<file path="src/rtl/trap_sequencer_pkg.sv">
// Purpose: shared types and constants for the trap/return/sleep sequencer.
// Latency: n/a (types, constants and one combinational helper).
// Backpressure: n/a.
// Contents: pc_sel_t, trap_state_e, cause constants, highestIrq() priority helper.
package trap_sequencer_pkg;

   // PC sources; PC_BRANCH/PC_JUMP are owned by control, listed so the encoding is shared.
   typedef enum logic [2:0] {
      PC_PLUS_4 = 3'd0,
      PC_BRANCH = 3'd1,
      PC_JUMP   = 3'd2,
      PC_MTVEC  = 3'd3,
      PC_MEPC   = 3'd4
   } pc_sel_t;

   typedef enum logic [2:0] {
      RUN,
      TRAP,
      REDIRECT,
      RET,
      SLEEP
   } trap_state_e;

   localparam int CAUSE_INT_BIT = 31;

   localparam logic [31:0] MCAUSE_ILLEGAL    = 32'd2;
   localparam logic [31:0] MCAUSE_BREAKPOINT = 32'd3;
   localparam logic [31:0] MCAUSE_ECALL_M    = 32'd11;

   // Index of the highest set bit; 0 when nothing is set (caller qualifies with |pend).
   function automatic logic [4:0] highestIrq(input logic [30:0] pend);
      logic [4:0] idx;
      idx = '0;
      for (int i = 0; i < 31; i++) begin
         if (pend[i]) idx = 5'(i);
      end
      return idx;
   endfunction

endpackage

</file>
<file path="src/rtl/trap_sequencer_irq_sync.sv">
// Purpose: per-bit flop-chain synchroniser for asynchronous level interrupt lines.
// Latency: STAGES cycles (STAGES=0 is a straight wire for already-synchronous sources).
// Backpressure: none; levels are sampled every cycle.
// Ports: clk, rst (sync, active-high), irqAsync[WIDTH] in, irqSync[WIDTH] out.
module irq_sync #(
   parameter int WIDTH  = 12,
   parameter int STAGES = 2
) (
   input  logic             clk,
   input  logic             rst,
   input  logic [WIDTH-1:0] irqAsync,
   output logic [WIDTH-1:0] irqSync
);

   generate
      if (STAGES == 0) begin : gPass
         assign irqSync = irqAsync;
      end else begin : gChain
         logic [WIDTH-1:0] chain [STAGES];

         always_ff @(posedge clk) begin
            if (rst) begin
               for (int s = 0; s < STAGES; s++) chain[s] <= '0;
            end else begin
               chain[0] <= irqAsync;
               for (int s = 1; s < STAGES; s++) chain[s] <= chain[s-1];
            end
         end

         assign irqSync = chain[STAGES-1];
      end
   endgenerate

endmodule

</file>
<file path="src/rtl/trap_sequencer.sv">
// Purpose: multi-cycle trap / MRET / WFI sequencer for the RV32 core, with interrupts.
// Latency: trap = detect cycle + TRAP + REDIRECT (handler fetch 2 cycles after detect); MRET 1 cycle.
// Backpressure: holds the pipeline with stall_o while sequencing or sleeping.
// Ports: clk/rst (sync, active-high); decoded exc/MRET/WFI requests, pc_i, mtvec_i, MIE, mie_i,
//        irq_i in; mip_o, stall_o, flush_o, pc_sel_o, trap_target_o, mepc/mcause write strobes
//        and data, mstatus_trap_o/mstatus_mret_o pulses, sleeping_o out.
// Build option: define TRAP_VECTORED_EN to honour mtvec vectored mode for interrupts.
module trap_sequencer
   import trap_sequencer_pkg::*;
#(
   parameter int XLEN            = 32,
   parameter int NUM_IRQ         = 12,
   parameter int IRQ_SYNC_STAGES = 2
) (
   input  logic                clk,
   input  logic                rst,
   input  logic                instr_valid_i,
   input  logic                exc_request_i,
   input  logic [XLEN-1:0]     exc_cause_i,
   input  logic                exc_ret_i,
   input  logic                wfi_i,
   input  logic [XLEN-1:0]     pc_i,
   input  logic [XLEN-1:0]     mtvec_i,
   input  logic                mstatus_mie_i,
   input  logic [NUM_IRQ-1:0]  mie_i,
   input  logic [NUM_IRQ-1:0]  irq_i,
   output logic [NUM_IRQ-1:0]  mip_o,
   output logic                stall_o,
   output logic                flush_o,
   output pc_sel_t             pc_sel_o,
   output logic [XLEN-1:0]     trap_target_o,
   output logic                mepc_we_o,
   output logic                mcause_we_o,
   output logic [XLEN-1:0]     mepc_wdata_o,
   output logic [XLEN-1:0]     mcause_wdata_o,
   output logic                mstatus_trap_o,
   output logic                mstatus_mret_o,
   output logic                sleeping_o
);

   trap_state_e       state, stateNext;
   logic [XLEN-1:0]   mepcQ, mcauseQ, trapTargetQ;
   logic              capture;
   logic [XLEN-1:0]   causeSel, targetSel;
   logic [NUM_IRQ-1:0] intPend;
   logic              anyPend, intTaken;
   logic [4:0]        intIdx;
   logic [XLEN-1:0]   intCause, excCause, baseAddr;
   logic              unusedBits;

   irq_sync #(
      .WIDTH  (NUM_IRQ),
      .STAGES (IRQ_SYNC_STAGES)
   ) uIrqSync (
      .clk      (clk),
      .rst      (rst),
      .irqAsync (irq_i),
      .irqSync  (mip_o)
   );

   assign intPend  = mip_o & mie_i;
   assign anyPend  = |intPend;
   assign intTaken = mstatus_mie_i & anyPend;
   assign intIdx   = highestIrq(31'(intPend));

   always_comb begin
      intCause                = '0;
      intCause[CAUSE_INT_BIT] = 1'b1;
      intCause[4:0]           = intIdx;
   end

   // Synchronous exceptions can never claim the interrupt bit.
   assign excCause = {1'b0, exc_cause_i[XLEN-2:0]};
   assign baseAddr = {mtvec_i[XLEN-1:2], 2'b00};

`ifdef TRAP_VECTORED_EN
   // Only interrupts vector; the exception branch is reached only when intTaken is low.
   assign targetSel  = (intTaken && (mtvec_i[1:0] == 2'b01))
                       ? baseAddr + (XLEN'(intIdx) << 2) : baseAddr;
   assign unusedBits = exc_cause_i[XLEN-1];
`else
   // Mode bits read as direct in this build.
   assign targetSel  = baseAddr;
   assign unusedBits = ^{exc_cause_i[XLEN-1], mtvec_i[1:0]};
`endif

   always_ff @(posedge clk) begin
      if (rst) begin
         state       <= RUN;
         mepcQ       <= '0;
         mcauseQ     <= '0;
         trapTargetQ <= '0;
      end else begin
         state <= stateNext;
         if (capture) begin
            mepcQ       <= pc_i;
            mcauseQ     <= causeSel;
            trapTargetQ <= targetSel;
         end
      end
   end

   always_comb begin
      stateNext      = state;
      stall_o        = 1'b0;
      flush_o        = 1'b0;
      pc_sel_o       = PC_PLUS_4;
      mepc_we_o      = 1'b0;
      mcause_we_o    = 1'b0;
      mstatus_trap_o = 1'b0;
      mstatus_mret_o = 1'b0;
      sleeping_o     = 1'b0;
      capture        = 1'b0;
      causeSel       = excCause;

      // Outputs are quiet while reset is held so no half-finished sequence leaks a strobe.
      if (!rst) begin
         case (state)
            RUN: begin
               if (instr_valid_i) begin
                  if (intTaken) begin
                     flush_o   = 1'b1;
                     stall_o   = 1'b1;
                     capture   = 1'b1;
                     causeSel  = intCause;
                     stateNext = TRAP;
                  end else if (exc_request_i) begin
                     flush_o   = 1'b1;
                     stall_o   = 1'b1;
                     capture   = 1'b1;
                     causeSel  = excCause;
                     stateNext = TRAP;
                  end else if (exc_ret_i) begin
                     stall_o   = 1'b1;
                     stateNext = RET;
                  end else if (wfi_i) begin
                     stall_o   = 1'b1;
                     stateNext = SLEEP;
                  end
               end
            end
            TRAP: begin
               mepc_we_o      = 1'b1;
               mcause_we_o    = 1'b1;
               mstatus_trap_o = 1'b1;
               stall_o        = 1'b1;
               stateNext      = REDIRECT;
            end
            REDIRECT: begin
               pc_sel_o  = PC_MTVEC;
               stateNext = RUN;
            end
            RET: begin
               mstatus_mret_o = 1'b1;
               pc_sel_o       = PC_MEPC;
               stateNext      = RUN;
            end
            SLEEP: begin
               sleeping_o = 1'b1;
               // Wake ignores MIE; the wake cycle releases the stall so fetch moves past WFI.
               if (anyPend) begin
                  stateNext = RUN;
               end else begin
                  stall_o = 1'b1;
               end
            end
            default: stateNext = RUN;
         endcase
      end
   end

   assign mepc_wdata_o   = mepcQ;
   assign mcause_wdata_o = mcauseQ;
   assign trap_target_o  = trapTargetQ;

endmodule

</file>
<file path="config.mk">
export PLATFORM = sky130hd
export DESIGN_NAME = trap_sequencer
export DESIGN_NICKNAME = d
export VERILOG_FILES = /design/src/rtl/trap_sequencer_pkg.sv /design/src/rtl/trap_sequencer_irq_sync.sv /design/src/rtl/trap_sequencer.sv
export SDC_FILE = /design/constraint.sdc
export NUM_CORES = 1
export LEC_CHECK = 0
export CORE_MARGIN = 1.5
export CORE_UTILIZATION = 46
export CTS_BUF_LIST = sky130_fd_sc_hd__clkbuf_4
export DETAILED_ROUTE_END_ITERATION = 12
export GPL_ROUTABILITY_DRIVEN = 0
export PLACE_DENSITY_LB_ADDON = 0.3
export RECOVER_POWER = 50
export SYNTH_ARGS = -nofsm -noshare
export SYNTH_HDL_FRONTEND = slang
export SYNTH_HIERARCHICAL = 1
export SYNTH_SLANG_ARGS = --single-unit
</file>
<file path="constraint.sdc">
create_clock -name clk -period 3.8 [get_ports clk]
set_input_delay 0.76 -clock clk [delete_from_list [all_inputs] [get_ports clk]]
set_output_delay 0.76 -clock clk [all_outputs]
set_load 0.02 [all_outputs]
</file>
---- Word level (Yosys, flattened, before mapping) ----
Memory sizes are Yosys's and may differ from the RTL's.
Cells that the tools add are included.
storage, ports and cells
  flip-flop bits (word level) ............. 97
  bits in latches ......................... 0
  memory bits (writable) .................. 24
  memory bits (read-only) ................. 0
  input port bits ......................... 127
  output and inout bits ................... 118
  logic and storage cells ................. 66
  memories kept ........................... 1
cells by class
  add/sub/neg operators ................... 0
  multiply operators ...................... 0
  divide/modulo/power cells ............... 0
  $lt $le $gt $ge ......................... 0
  equal/unequal tests ..................... 7
  shift-type cells ........................ 0
  mux-type cells .......................... 47
  bitwise gates (word level) .............. 4
  reduce and logical (&&, ||, !) cells .... 3
memory list
  name                   words  width  read ports  clocked after Yosys merged registers in  write ports  RTL line                       text
  uIrqSync.gChain.chain  2      12     2           0                                        2            trap_sequencer_irq_sync.sv:19  logic [WIDTH-1:0] chain [STAGES];
operator list
  kind                                                                   count
  32-bit two-way mux                                                     3
  5-bit two-way mux                                                      10
  12-bit two-way mux                                                     2
  1-bit two-way mux                                                      22
  3-bit two-way mux                                                      7
  12-bit bitwise AND                                                     1
  12-bit OR reduction                                                    1
  3-bit case mux with 3 select lines                                     1
  3-bit by 2-bit equality test with 1-bit output, second input constant  2
  3-bit case mux with 2 select lines                                     1
  5-bit inequality test, second input constant                           1
  2-bit inequality test, second input constant                           2
  3-bit by 1-bit equality test with 1-bit output, second input constant  1
  3-bit equality test, second input constant                             1
  3-bit logical NOT                                                      1
  1-bit case mux with 3 select lines                                     1
  3-bit AND reduction                                                    1
  1-bit bitwise OR                                                       2
  1-bit bitwise AND                                                      1

---- Longest topological paths before layout ----
Gate-level depths: netlist (run 1).
An unclocked memory read counts as a cell.
  depth after elaboration ................. 16
  gate-level depth with buffers ........... 8
  depth with buffers taken out ............ 5

---- Cells and area by module ----
Netlist (run 1), hierarchy kept.
modules (own cells, without submodules)
  module          times used  cells each  area each (sq um)
  trap_sequencer  1           511         4449.3
  irq_sync        1           62          783.3

---- Least setup slack after synthesis (run 1) ----
No wires, ideal clock.
  kind .................................... in2out
  start point ............................. in mie_i[2]
  end point ............................... out stall_o
  arrival time ............................ 2.355 ns
  required time ........................... 3.040 ns
  path slack .............................. 0.685 ns
  cell stages on the path ................. 7
  buffers on the path ..................... 2
  cell sequence ........................... a22o_1 a221o_1 o31a_1 buf_2 clkbuf_1 o41ai_1 o31ai_1
between the ends
  word-level cells in the longest chain between the ends .. 7
  elaborated cells on any way between the ends .. 8
  those cells by class .................... mux (5); bitwise (2); reduce/logical (1)
RTL lines
  element                               RTL line               text
  start: declaration                    trap_sequencer.sv:25   input logic [NUM_IRQ-1:0] mie_i,
  12-bit bitwise AND *                  trap_sequencer.sv:61   assign intPend = mip_o & mie_i;
  12-bit OR reduction *                 trap_sequencer.sv:62   assign anyPend = |intPend;
  1-bit bitwise AND                     trap_sequencer.sv:63   assign intTaken = mstatus_mie_i & anyPend;
  1-bit two-way mux                     trap_sequencer.sv:121  if (intTaken) begin
  1-bit two-way mux                     trap_sequencer.sv:120  if (instr_valid_i) begin
  1-bit case mux with 3 select lines *  trap_sequencer.sv:118  case (state)
  1-bit two-way mux *                   trap_sequencer.sv:117  if (!rst) begin
  end: declaration                      trap_sequencer.sv:28   output logic stall_o,
Mark *: on every way between the ends. The rest lies on a longest branch, timed or not.

---- Worst setup path in the final report (run 1) ----
  start point ............................. in mie_i[3]
  end point ............................... out stall_o
Same word-level chain as after synthesis.

==> results by group, run 1 <==
Placement
  – Port Buf Inserts: 239
  – HPWL after DPL: 10.8 mm
  – Post-Place Cell Area: 7550 µm²

Logic synthesis
  – Synth Area in Compound Gates: 35.3%
  – Register bit total from synthesis: 121
  – Post-synth ARST share: 0%
  – XOR/XNOR Fraction of Synth Area: 0%
  – Mux share of post-synthesis cell area: 0%
  – Top cells by area, synth: dfxtp_1 46%, o211ai_1 22%, a21oi_1 9.1%
  – Seq/Total Area, Yosys: 46.3%
  – Combinational family with the most area after synthesis: compound AO/OA/AOI/OAI gates
  – Adder-cell area share of the yosys netlist: 0%
  – Mapped cell area: 5230 µm²
  – Yosys top cell by area: dfxtp_1
  – Ys Warns: 6
  – Distinct cells, synth: 44
  – Synth top area share: 46.3%
  – Gate count of the mapped netlist: 573
  – Syn avg cell area: 9.13 µm²
  – Synth Area in Simple Gates: 9.78%
  – Post-synth EDFFs: 0
  – Predominant post-synthesis flop cell: dfxtp_1

Clocking
  – Post-CTS Hold Buffers: 0
  – Longest Clk Path Bufs: 2
  – Clk_lat worst skew: 520 ps
  – TritonCTS clock tree: yes
  – # Post-CTS Setup Buffers: 0
  – Num CTS Buffers: 17
  – H-tree depth: 4
  – Clock slew at reported path FFs: 100 ps
  – CTS sink cnt: 121
  – Clock root cell: clkbuf_4

Hold path
  – Worst Hold Class: flip-flop to flip-flop
  – Hold wc startpoint: uIrqSync/gChain.chain[0][1]$_SDFF_PP0_
  – Hold EP: uIrqSync/gChain.chain[0][13]$_SDFF_PP0_
  – Hold-critical path depth: 1

Job
  – Max-Cap Viols: 1

Route
  – Starting DRT DRC Count: 516
  – Remaining antenna violation count after routing: 0
  – WL final: 16.2 mm
  – Via Count: 5384
  – DR pass1 iterations: 5
  – Routed wire length per instance: 17.7 µm
  – Drt via density: 5.90
  – DRC viols: 0

Global routing
  – GR Overflow Total: 0
  – Initial antenna violation count: 0
  – GRT Total Usage: 26.9%
  – Global Route met1 Usage: 31.4%
  – Most used routing layer: met2
  – Met2 Use GR: 45.3%
  – Pin count of the biggest net entering global routing: 96
  – Vias in the first global route: 5059
  – Global-route met3 utilization: 9.37%
  – First-pass GRT wire length: 25.2 mm

Timing
  – Rel. slew slack: -23.3%
  – Fmax: 274 MHz
  – Worst-margin pin slew: 1850 ps
  – Final worst-path cycle share: 96.0%
  – Hold Fails Final Rpt: 0
  – RSZ-0062 raised after global routing: no
  – Hold Worst Slack: 445 ps
  – # setup viols final: 0
  – Clock Skew: 13.3 ps
  – Pins over their slew limit: 89
  – Post-layout min period: 3650 ps
  – Final setup TNS: 0 ps

Die
  – Horiz. Die Dim: 110 µm
  – Die height: 110 µm
  – Initial Util: 47.6%
  – Core area: 11000 µm²
  – Die area: 12000 µm²
  – Row count: 38
  – Ports: 245

Critical path
  – R2R depth: 6
  – Crit path max fanout: 3
  – Critical Path Source: mie_i[3]
  – Critical path class: input pin to primary output
  – R2r endpoint: trap_target_o[12]$_SDFFE_PP0P_
  – RR Startpoint: state[1]$_SDFFE_PP0P_
  – Reg2Reg Setup Slack: 1100 ps
  – CP Capture Type: primary output
  – WP data required: 3040 ps
  – CP Launch Type: input pin
  – Worst EP arrival: 2890 ps

Run status
  – Failing checks: capacitance limit, slew limit
  – Status: finished with violations

Cells and area
  – Antenna cells: 0
  – Area growth from synthesis to layout: 49.8%
  – Share of layout cells above drive strength 1: 9.06%
  – Final instance area: 7840 µm²
  – Final nets: 887

Pwr
  – PD cells: 379 nW/µm²
  – VDD IR max: 0.336 mV
  – LEAKAGE: 0.00287 µW
==> per-stage QoR <==
stage	util, %	setup WS [ps]	std cells	power, µW
after floorplan	-	685	574	1760
after global placement	68.8	-89.5	881	2070
after detailed placement	68.8	-109	881	2090
after CTS	71.4	181	913	3020
after global routing	71.4	55.0	913	3110
final	71.4	153	913	2970
==> kinds of logic after synthesis <==
group | Yosys count
compound gates | 274
flops | 121
buf+inv | 94
simple gates | 83
other cells | 1
==> worst max-delay path, stage by stage <==
cell	delay, ps
clkdlybuf4s50_1	440
a22o_1	210
a221o_1	320
nor4_1	310
buf_4	170
a21oi_1	30
o31ai_1	210
dlygate4sd2_1	430
==> report_power, final <==
part	total (µW)	switching (µW)	internal (µW)
sequential	1370	34.9	1340
clock	933	479	454
combinational	668	372	296
total	2970	886	2090
==> sequential cells by signal, summed over array words and instances (netlist names) <==
signal	flops
mepc_wdata_o	32
state	3
uIrqSync/gChain.chain	24
trap_target_o	30
mcause_wdata_o	32
==> Yosys cell counts (3+ instances only) <==
cell type and number:
and2b_1 4, buf_4 17, dfxtp_1 121, nand2_1 11
o21ai_0 3, nor2b_1 6, clkbuf_1 52, nand3_1 28
buf_1 6, nand2b_1 3, o211ai_1 154, nor3_1 4
buf_2 12, inv_1 5, nor2b_2 14, a22o_1 3
a21oi_1 95
==> worst max-delay path by stage <==
stage                          to  slack [ps]  depth (start not counted)
after detailed placement  stall_o        -110                          8
after global placement    stall_o         -90                          8
final                     stall_o         150                          8
after CTS                 stall_o         180                          7
after global routing      stall_o          60                          8
after floorplan           stall_o         690                          7
==> routing by layer <==
layer,routed length [µm],vias up
met5,0,-
li1,-,2542
met1,6300,2602
met3,1380,25
met2,8180,215
met4,320,0
==> cells in the final DEF (no fill, tap or decap), drive strengths merged, types with 3 or more instances in the layout <==
cell type,synthesis,final
dfxtp,121,121
nor2b,20,20
clkinvlp,0,4
a22o,3,3
inv,5,5
nor4b,3,3
and2b,4,4
clkbuf,52,21
nand2,11,11
nand2b,3,3
dlygate4sd3,0,93
nor3,4,4
clkdlybuf4s50,0,142
o21ai,3,3
bufinv,0,3
buf,37,16
o211ai,154,154
a21oi,95,95
clkinv,0,7
nand3,28,28
==> final cells by class <==
class | count | area, µm²
Fill cell | 840 | 3140
Timing Repair Buffer | 256 | 2530
Clock buffer | 18 | 135
Multi-Input combinational cell | 359 | 2400
Tap cell | 140 | 175
Clock inverter | 14 | 156
Sequential cell | 121 | 2420
Inverter | 5 | 18.8
==> timing repair <==
| action | CTS | global route |
|---|---|---|
| pin swaps | 0 | 0 |
| endpoints found under the setup margin | 2 | 1 |
| resized for setup | 2 | 1 |
No activity file was read; power rests on OpenSTA's default activity.
==> run 2, diff against run 1 <==
--- a/config.mk
+++ b/config.mk
@@ -8,6 +8,7 @@
 export CORE_MARGIN = 1.5
 export CORE_UTILIZATION = 46
 export CTS_BUF_LIST = sky130_fd_sc_hd__clkbuf_4
+export CTS_CLUSTER_DIAMETER = 40
 export DETAILED_ROUTE_END_ITERATION = 12
 export GPL_ROUTABILITY_DRIVEN = 0
 export PLACE_DENSITY_LB_ADDON = 0.3
==> results of run 2 <==
The final DEF is identical to that of run 1; final timing and power are the same.
